### src/rtl/hamming_pkg.sv
// Shared Hamming(7,4) definitions for the protected 16-bit counter path.
// The upstream encoder and the downstream checker both use hamming74_parity.
package hamming_pkg;

  localparam int NIBBLES = 4;
  localparam int DATA_W  = 16;
  localparam int CHK_W   = 12;

  // Syndrome value that points at each data bit; 1, 2 and 4 point at check bits.
  localparam logic [2:0] SYN_D0 = 3'd3;
  localparam logic [2:0] SYN_D1 = 3'd5;
  localparam logic [2:0] SYN_D2 = 3'd6;
  localparam logic [2:0] SYN_D3 = 3'd7;

  function automatic logic [2:0] hamming74_parity(input logic [3:0] d);
    return {d[1] ^ d[2] ^ d[3], d[0] ^ d[2] ^ d[3], d[0] ^ d[1] ^ d[3]};
  endfunction

endpackage

### src/rtl/hamming74_dec.sv
// Combinational Hamming(7,4) decoder for one nibble: syndrome plus
// single-bit correction of the data bits.
module hamming74_dec
  import hamming_pkg::*;
(
  input  logic [3:0] data_i,
  input  logic [2:0] check_i,
  output logic [3:0] data_o,
  output logic [2:0] syndrome_o,
  output logic       err_o
);

  logic [2:0] syn;

  always_comb begin
    syn    = hamming74_parity(data_i) ^ check_i;
    data_o = data_i;
    case (syn)
      SYN_D0:  data_o[0] = ~data_i[0];
      SYN_D1:  data_o[1] = ~data_i[1];
      SYN_D2:  data_o[2] = ~data_i[2];
      SYN_D3:  data_o[3] = ~data_i[3];
      default: data_o = data_i;
    endcase
    syndrome_o = syn;
    err_o      = |syn;
  end

endmodule

### config.mk
export PLATFORM = sky130hd
export DESIGN_NAME = hamming74_dec
export DESIGN_NICKNAME = d
export VERILOG_FILES = /design/src/rtl/hamming_pkg.sv /design/src/rtl/hamming74_dec.sv
export SDC_FILE = /design/constraint.sdc
export NUM_CORES = 1
export LEC_CHECK = 0
export BUFFER_PORTS_ARGS = -buffer_cell sky130_fd_sc_hd__buf_2
export CORE_AREA = 2 2 39 41
export DETAILED_ROUTE_END_ITERATION = 7
export DIE_AREA = 0 0 41 43
export PLACE_DENSITY = 0.38
export SLEW_MARGIN = 20
export SYNTH_ARGS = -nofsm -noshare
export SYNTH_HDL_FRONTEND = slang
export SYNTH_SLANG_ARGS = --single-unit
### constraint.sdc
create_clock -name vclk -period 1.3
set_clock_uncertainty 0.2 [all_clocks]
set_input_delay 0.065 -clock vclk [all_inputs]
set_output_delay 0.065 -clock vclk [all_outputs]
set_load 0.02 [all_outputs]
---- Word level (Yosys, flattened, before mapping) ----
Cells that the tools add are included.
storage, ports and cells
  flip-flop bits (word level) ............. 0
  bits in latches ......................... 0
  bits in writable memories ............... 0
  memory bits (read-only) ................. 0
  bits of input ports ..................... 7
  output and inout bits ................... 8
  word-level logic and storage cells ...... 20
  memories ................................ 0
operators by class
  $add $sub $neg .......................... 0
  $mul .................................... 0
  divide/modulo/power cells ............... 0
  magnitude comparators ................... 0
  eq/ne operators ......................... 4
  shifts and indexed selects .............. 0
  mux-type cells .......................... 4
  bitwise gates (word level) .............. 11
  reductions and logical operators ........ 1
operators with widths
  cell                                                 count
  equality test 3 bit, second input constant           3
  XOR 1 bit                                            6
  two-way mux 1 bit                                    4
  NOT 1 bit                                            4
  equality test 3 x 2 -> 1 bit, second input constant  1
  OR reduction 3 bit                                   1
  XOR 3 bit                                            1

---- Logic depth before layout (Yosys ltp) ----
Gate-level depths: netlist of the first run.
  depth in word-level cells ............... 5
  depth in mapped cells ................... 4
  gate-level depth less buffers ........... 4

---- Worst setup path before layout of the first run ----
Ideal clock, no wire load.
  kind .................................... input to output
  start ................................... input port data_i[2]
  end ..................................... output port data_o[2]
  arrival time ............................ 1.413 ns
  required time ........................... 1.035 ns
  slack ................................... -0.378 ns
  cell stages on the path ................. 4
  path buffers ............................ 0
  cell sequence ........................... xor2_1 > xnor2_1 > nand4b_1 > xnor2_1
on the way
  longest elaborated chain between the ends .. 5
  elaborated cells between the ends (all ways) .. 8
  classes of those cells .................. eq/ne (1); mux (1); bitwise (6)
RTL lines
  item                     line                 text
  start, declared          hamming74_dec.sv:6   input logic [3:0] data_i,
  XOR 1 bit (2 in series)  hamming_pkg.sv:16    return {d[1] ^ d[2] ^ d[3], d[0] ^ d[2] ^ d[3], d[0] ^ d[1] ^ d[3]};
  XOR 3 bit                hamming74_dec.sv:16  syn = hamming74_parity(data_i) ^ check_i;
  net syndrome_o[2]        hamming74_dec.sv:9   output logic [2:0] syndrome_o,
  equality test 3 bit      hamming74_dec.sv:18  case (syn)
  two-way mux 1 bit        hamming74_dec.sv:18
  end, declared            hamming74_dec.sv:8   output logic [3:0] data_o,
The timed path passes the listed nets, and every way through them passes these cells.

---- Final worst setup path of the first run ----
  start ................................... input port data_i[3]
  end ..................................... output port data_o[2]
on the way
  longest elaborated chain between the ends .. 4
  elaborated cells between the ends (all ways) .. 6
  classes of those cells .................. eq/ne (1); mux (1); bitwise (4)
RTL lines
  item                   line
  XOR 1 bit              hamming_pkg.sv:16
  XOR 3 bit *            hamming74_dec.sv:16
  equality test 3 bit *  hamming74_dec.sv:18
  two-way mux 1 bit *    hamming74_dec.sv:18
Every way passes the cells marked *; elsewhere a longest branch is shown, timed or not.

==> impl_results.html, run 1 <==
<table>
<tr><th>Metric</th><th>Value</th></tr>
<tr><th colspan="2">Drt</th></tr>
<tr><td>Sum of routed wire length over all layers</td><td>~510 µm</td></tr>
<tr><td>Vias</td><td>202</td></tr>
<tr><td>Residual antenna-violating net count after detailed routing</td><td>0</td></tr>
<tr><td>Initial DRC count</td><td>1</td></tr>
<tr><td>Via density</td><td>3.67</td></tr>
<tr><td>Routed len/inst</td><td>9.27 µm</td></tr>
<tr><td>DRC violations left</td><td>0</td></tr>
<tr><td>Pre-Repair DR Iteration Count</td><td>2</td></tr>
<tr><th colspan="2">Flow run</th></tr>
<tr><td>Total of max-cap violations</td><td>0</td></tr>
<tr><th colspan="2">Setup path</th></tr>
<tr><td>Critical path capture point type</td><td>output pin</td></tr>
<tr><td>Critical Path AT</td><td>roughly 1200 ps</td></tr>
<tr><td>Cell at the slowest stage of the critical path</td><td>xor2_4</td></tr>
<tr><td>Bufs and invs on worst path</td><td>2</td></tr>
<tr><td>Type of the worst setup path</td><td>in -&gt; out</td></tr>
<tr><td>Required time at the worst-slack endpoint</td><td>approximately 1000 ps</td></tr>
<tr><td>Max incr delay on CP</td><td>around 300 ps</td></tr>
<tr><td>Cell family with the largest share of critical-path delay</td><td>XOR/XNOR gates</td></tr>
<tr><td>Startpoint type of the worst setup path</td><td>input port</td></tr>
<tr><td>Sequence of cells on the critical path</td><td>buf_12 &gt; xor2_4 &gt; xnor2_4 &gt; nand4b_1 &gt; xnor2_2 &gt; buf_4</td></tr>
<tr><td>Highest fanout seen on the critical path</td><td>6</td></tr>
<tr><th colspan="2">Global routing</th></tr>
<tr><td>Number of antenna violations at the first check in global routing</td><td>0</td></tr>
<tr><td>Wire length of the first global-routing pass</td><td>786 µm</td></tr>
<tr><td>Vias in the first global route</td><td>160</td></tr>
<tr><td>GRT Residual Overflow</td><td>0</td></tr>
<tr><td>Maximum number of pins on one net before global-route repair</td><td>7</td></tr>
<tr><td>Combined global-route utilization of all metal layers</td><td>0.0602</td></tr>
<tr><th colspan="2">Synth</th></tr>
<tr><td>Cell area after synthesis</td><td>148 µm²</td></tr>
<tr><td>Top cells by area, synth</td><td>xnor2_1, xor2_1, nand3b_1</td></tr>
<tr><td>Number of library cell types mapped by synthesis</td><td>8</td></tr>
<tr><td>Yosys Warn Count</td><td>0</td></tr>
<tr><td>Sequential cell area fraction in the yosys report</td><td>0</td></tr>
<tr><td>Post-Syn Instances</td><td>19</td></tr>
<tr><td>Synthesized Nets</td><td>26</td></tr>
<tr><td>Proportion of netlist area held by the largest area contributor</td><td>0.593</td></tr>
<tr><td>Cell type with the highest aggregate area in the netlist</td><td>xnor2_1</td></tr>
<tr><td>Mean post-synth cell area</td><td>7.77 µm²</td></tr>
<tr><th colspan="2">Placed design</th></tr>
<tr><td>Placer's final routability congestion estimate</td><td>0.615</td></tr>
<tr><td>Placed inst area</td><td>415 µm²</td></tr>
<tr><td>Total half-perimeter wirelength after legalization and detailed placement</td><td>roughly 400 µm</td></tr>
<tr><td>I/O Buffers</td><td>15</td></tr>
<tr><th colspan="2">Timing</th></tr>
<tr><td>Period utilisation layout</td><td>1.09</td></tr>
<tr><td>Pins over their slew limit</td><td>0</td></tr>
<tr><td>Measured slew at the worst slew-check pin</td><td>300 ps</td></tr>
<tr><td>Final WS setup</td><td>-115 ps</td></tr>
<tr><td>Fin Setup TNS</td><td>-532 ps</td></tr>
<tr><td>Fmax</td><td>approximately 0.7 GHz</td></tr>
<tr><td>Worst slew margin relative to its limit</td><td>0.800</td></tr>
<tr><td>Final-report setup violation count</td><td>5</td></tr>
<tr><td>Final Hold Violating Endpoints</td><td>0</td></tr>
<tr><td>Hold slack final</td><td>~320 ps</td></tr>
<tr><td>RSZ-0062 raised after global routing</td><td>true</td></tr>
<tr><td>Post-layout min period</td><td>1420 ps</td></tr>
<tr><th colspan="2">Floorplanning</th></tr>
<tr><td>Die H</td><td>about 43 µm</td></tr>
<tr><td>Placeable core region</td><td>1380 µm²</td></tr>
<tr><td>Overall die area</td><td>roughly 1800 µm²</td></tr>
<tr><td>Die width</td><td>41 µm</td></tr>
<tr><td># rows</td><td>14</td></tr>
<tr><td>Number of placed I/O pins</td><td>15</td></tr>
<tr><td>Initial cell density of the core</td><td>0.107</td></tr>
<tr><th colspan="2">Layout</th></tr>
<tr><td>Commonest non-fill, non-tap cell in the layout</td><td>buf_4</td></tr>
<tr><td>Number of nets at the end of the flow</td><td>48</td></tr>
<tr><td>Flip-flop and latch count</td><td>0</td></tr>
<tr><td>Clock buffer instance count of the final layout</td><td>0</td></tr>
<tr><td>Number of inserted diodes</td><td>0</td></tr>
<tr><td>Register Area</td><td>0 µm²</td></tr>
<tr><td>Design Area, Final</td><td>502 µm²</td></tr>
<tr><td>Area growth from synthesis to final layout</td><td>240%</td></tr>
<tr><td>Commonest non-fill, non-tap cells in the layout</td><td>buf_4, buf_2, xnor2_4, xnor2_2</td></tr>
<tr><td>Count of fill cells added during filler insertion</td><td>143</td></tr>
<tr><td>Share of post-route cells with drive strength above 1</td><td>0.846</td></tr>
<tr><th colspan="2">Run status</th></tr>
<tr><td>Violations in the final reports</td><td>negative setup slack</td></tr>
<tr><td>Status</td><td>finished with violations</td></tr>
<tr><th colspan="2">Power</th></tr>
<tr><td>Total leakage power</td><td>0.214 nW</td></tr>
<tr><td>Worst-case vdd ir drop</td><td>0.000276 V</td></tr>
<tr><td>PD cells</td><td>804 nW/µm²</td></tr>
<tr><th colspan="2">Min path</th></tr>
<tr><td>Hold/Removal Path Class</td><td>in -&gt; out</td></tr>
</table>
==> synth_stat cells <==
cell / number
nand2_1: 1
nor2_1: 1
or3_1: 1
nand3_1: 1
nand3b_1: 2
xor2_1: 2
xnor2_1: 10
nand4b_1: 1
==> where the power goes <==
group / internal, mW / switching, mW
combinational: 0.209 / 0.194
clock: 0 / 0
sequential: 0 / 0
==> layout make-up <==
cell class / count / area (µm²) / share of cell area
Multi-Input combinational cell: 19 / 333 / 0.663
Timing Repair Buffer: 20 / 149 / 0.297
Tap cell: 16 / 20.0 / 0.0399
==> per-stage QoR <==
| step | power [mW] | util | setup slack, ps | cells |
|---|---|---|---|---|
| 3_3_place_gp | 0.347 | 0.300 | -254 | 52 |
| 2_1_floorplan | 0.248 | - | -2.31 | 19 |
| 5_1_grt | 0.429 | 0.363 | -171 | 55 |
| 4_1_cts | 0.380 | 0.336 | -135 | 52 |
| 3_5_place_dp | 0.348 | 0.300 | -264 | 52 |
| 6_report | 0.403 | 0.363 | -115 | 55 |
==> worst paths after layout <==
| check | start | endpoint | slack [ps] | depth (start not counted) |
|---|---|---|---|---|
| worst max-delay path | data_i[3] | data_o[2] | -120 | 6 |
| worst min-delay path | data_i[1] | data_o[1] | 320 | 3 |
==> metal layers <==
layer | track usage | vias up | wire length [µm]
met4 | 0 | 0 | 0
met3 | 0.0105 | 0 | 58
li1 | - | 102 | -
met2 | 0.0938 | 11 | 251
met5 | 0 | - | 0
met1 | 0.0900 | 89 | 200
==> kinds of logic after synthesis <==
family           synth area share
XOR/XNOR                    0.712
AND/OR/NAND/NOR             0.288
==> repair_timing <==
item	4_1_cts	5_1_grt
gates resized for setup	11	5
pin swaps	5	4
hold buffers	0	0
setup buffers	0	3
setup endpoints to repair	5	5
Note: power is estimated with default switching activity, not from simulation.
==> inputs of run 2 (changes only) <==
--- a/config.mk
+++ b/config.mk
@@ -10,6 +10,7 @@
 export DETAILED_ROUTE_END_ITERATION = 7
 export DIE_AREA = 0 0 41 43
 export PLACE_DENSITY = 0.38
+export REMOVE_ABC_BUFFERS = 1
 export SLEW_MARGIN = 20
 export SYNTH_ARGS = -nofsm -noshare
 export SYNTH_HDL_FRONTEND = slang
==> run 2 against run 1 <==
Effect of this change:
- cell area shrank 4.2%
- critical path depth shrank 1
- routed wire length grew 1.4%
- the flow still finishes with violations (negative setup slack)
- maximum frequency grew 2.4%
- die area is the same
- final cell count grew 1.8%
- power shrank 9.0%
- setup slack gained 33 ps
- hold slack gained 2.6 ps
- utilization shrank 1.5 points
- largest power group unchanged
==> impl_results.html, run 2 (synthesis gave the netlist of run 1 again) <==
<table>
<tr><th>Metric</th><th>Value</th></tr>
<tr><th colspan="2">Layout</th></tr>
<tr><td>Commonest non-fill, non-tap cells in the layout</td><td>buf_4, buf_2, xnor2_4, xnor2_1, buf_6</td></tr>
<tr><td>Flip-flop and latch count</td><td>0 (unchanged)</td></tr>
<tr><td>Number of inserted diodes</td><td>0 (unchanged)</td></tr>
<tr><td>Number of nets at the end of the flow</td><td>49 (+2.1%)</td></tr>
<tr><td>Register Area</td><td>0 µm² (unchanged)</td></tr>
<tr><td>Share of post-route cells with drive strength above 1</td><td>0.725 (-0.121)</td></tr>
<tr><td>Area growth from synthesis to final layout</td><td>225%</td></tr>
<tr><td>Clock buffer instance count of the final layout</td><td>0 (unchanged)</td></tr>
<tr><td>Commonest non-fill, non-tap cell in the layout</td><td>buf_4</td></tr>
<tr><th colspan="2">Timing</th></tr>
<tr><td>Period utilisation layout</td><td>1.06 (-0.0253)</td></tr>
<tr><td>Fmax</td><td>0.724 GHz (+2.4%)</td></tr>
<tr><td>Pins over their slew limit</td><td>0 (unchanged)</td></tr>
<tr><td>Final-report setup violation count</td><td>5 (unchanged)</td></tr>
<tr><td>Post-layout min period</td><td>1380 ps (-32.9 ps)</td></tr>
<tr><td>Final Hold Violating Endpoints</td><td>0 (unchanged)</td></tr>
<tr><td>Fin Setup TNS</td><td>-329 ps (+203 ps)</td></tr>
<tr><td>RSZ-0062 raised after global routing</td><td>true</td></tr>
<tr><td>Final WS setup</td><td>-82.2 ps (+32.9 ps)</td></tr>
<tr><td>Hold slack final</td><td>324 ps (+2.58 ps)</td></tr>
<tr><td>Measured slew at the worst slew-check pin</td><td>298 ps (-1.04 ps)</td></tr>
<tr><td>Worst slew margin relative to its limit</td><td>0.801 (about the same)</td></tr>
<tr><th colspan="2">Floorplanning</th></tr>
<tr><td>Placeable core region</td><td>1380 µm² (unchanged)</td></tr>
<tr><td># rows</td><td>14 (unchanged)</td></tr>
<tr><td>Die H</td><td>43 µm (unchanged)</td></tr>
<tr><td>Overall die area</td><td>1760 µm² (unchanged)</td></tr>
<tr><td>Die width</td><td>41 µm (unchanged)</td></tr>
<tr><td>Number of placed I/O pins</td><td>15 (unchanged)</td></tr>
<tr><td>Initial cell density of the core</td><td>0.107 (unchanged)</td></tr>
<tr><th colspan="2">Setup path</th></tr>
<tr><td>Max incr delay on CP</td><td>370 ps (+70 ps)</td></tr>
<tr><td>Cell at the slowest stage of the critical path</td><td>or3_1</td></tr>
<tr><td>Required time at the worst-slack endpoint</td><td>1030 ps (about the same)</td></tr>
<tr><td>Critical path capture point type</td><td>output pin</td></tr>
<tr><td>Startpoint type of the worst setup path</td><td>input port</td></tr>
<tr><td>Highest fanout seen on the critical path</td><td>6 (unchanged)</td></tr>
<tr><td>Type of the worst setup path</td><td>in -&gt; out</td></tr>
<tr><td>Sequence of cells on the critical path</td><td>buf_8 &gt; xor2_4 &gt; xnor2_4 &gt; or3_1 &gt; buf_6</td></tr>
<tr><td>Critical Path AT</td><td>1120 ps (-30 ps)</td></tr>
<tr><th colspan="2">Drt</th></tr>
<tr><td>M1 wire length</td><td>144 µm (-28%)</td></tr>
<tr><td>Residual antenna-violating net count after detailed routing</td><td>0 (unchanged)</td></tr>
<tr><td>Total length of routed met3 wires</td><td>21 µm (-64%)</td></tr>
<tr><td>Highest routing layer actually used</td><td>met3</td></tr>
<tr><td>DRC violations left</td><td>0 (unchanged)</td></tr>
<tr><td>Vias</td><td>208 (+3.0%)</td></tr>
<tr><td>Initial DRC count</td><td>2 (+1)</td></tr>
<tr><td>Via density</td><td>3.71 (+1.1%)</td></tr>
<tr><td>Routed len/inst</td><td>9.23 µm (-0.44%)</td></tr>
<tr><td>Sum of routed wire length over all layers</td><td>517 µm (+1.4%)</td></tr>
<tr><td>Met2 WL post-DR</td><td>350 µm (+39%)</td></tr>
<tr><td>Pre-Repair DR Iteration Count</td><td>4 (+2)</td></tr>
<tr><th colspan="2">Global routing</th></tr>
<tr><td>Maximum number of pins on one net before global-route repair</td><td>7 (unchanged)</td></tr>
<tr><td>Vias in the first global route</td><td>190 (+19%)</td></tr>
<tr><td>Number of antenna violations at the first check in global routing</td><td>0 (unchanged)</td></tr>
<tr><td>Combined global-route utilization of all metal layers</td><td>0.0542 (-0.00608)</td></tr>
<tr><td>GRT Residual Overflow</td><td>0 (unchanged)</td></tr>
<tr><td>Wire length of the first global-routing pass</td><td>731 µm (-7.0%)</td></tr>
<tr><th colspan="2">Placed design</th></tr>
<tr><td>Pre-CTS setup slack</td><td>-245 ps (+19.1 ps)</td></tr>
<tr><td>Total half-perimeter wirelength after legalization and detailed placement</td><td>368 µm (-8.9%)</td></tr>
<tr><td>I/O Buffers</td><td>15 (unchanged)</td></tr>
<tr><td>Placer's final routability congestion estimate</td><td>0.664 (+8.0%)</td></tr>
<tr><th colspan="2">Power</th></tr>
<tr><td>PD cells</td><td>764 nW/µm² (-5.0%)</td></tr>
<tr><td>Tot Pwr</td><td>367 µW (-9.0%)</td></tr>
<tr><td>Worst-case vdd ir drop</td><td>0.000248 V (-10%)</td></tr>
<tr><td>Total leakage power</td><td>0.196 nW (-8.5%)</td></tr>
<tr><th colspan="2">Run status</th></tr>
<tr><td>Status</td><td>finished with violations</td></tr>
<tr><td>Violations in the final reports</td><td>negative setup slack</td></tr>
<tr><th colspan="2">Min path</th></tr>
<tr><td>Hold/Removal Path Class</td><td>in -&gt; out</td></tr>
<tr><th colspan="2">Flow run</th></tr>
<tr><td>Total of max-cap violations</td><td>0 (unchanged)</td></tr>
<tr><th colspan="2">Clock tree</th></tr>
<tr><td>Number of setup buffers added after CTS</td><td>0 (unchanged)</td></tr>
</table>
-- run 2: layer usage --
metal,track usage,vias up
li1,-,103
met2,0.100,5
met5,0,-
met1,0.0705,100
met4,0,0
met3,0,0
-- run 2: path summary, 6_finish.rpt --
| path | endpoint | depth (start not counted) | from | slack [ps] |
|---|---|---|---|---|
| setup / recovery | err_o | 5 | data_i[2] | -80 |
| hold / removal | data_o[2] | 4 | data_i[2] | 320 |
-- run 2: where the power goes --
group | total, mW | switching [mW] | leakage [nW] | internal (mW)
clock network | 0 | 0 | 0 | 0
registers | 0 | 0 | 0 | 0
logic | 0.367 | 0.179 | 0.196 | 0.188
total | 0.367 | 0.179 | 0.196 | 0.188
-- run 2: per-stage QoR --
step	instances	area, µm²	utilization
floorplan	19	148	-
global placement	56	288	0.208
detailed placement	56	288	0.208
CTS	56	434	0.314
global route	56	480	0.347
finish	56	480	0.347
-- run 2: critical path: cells and delay by family --
family	cells	cell delay, ps
buffers and inverters	2	250
XOR/XNOR	2	430
AND/OR/NAND/NOR	1	370
-- run 2: layout make-up --
cell class	instances	area, µm²
timing repair buffer	21	174
fill	151	903
multi-input combinational	19	287
tap	16	20.0
-- run 2: repair_timing --
action                     4_1_cts  5_1_grt
hold buffers                     0        0
pin swaps                       12        5
cloned                           0        0
gates resized for setup         25        7
setup endpoints to repair        6        5
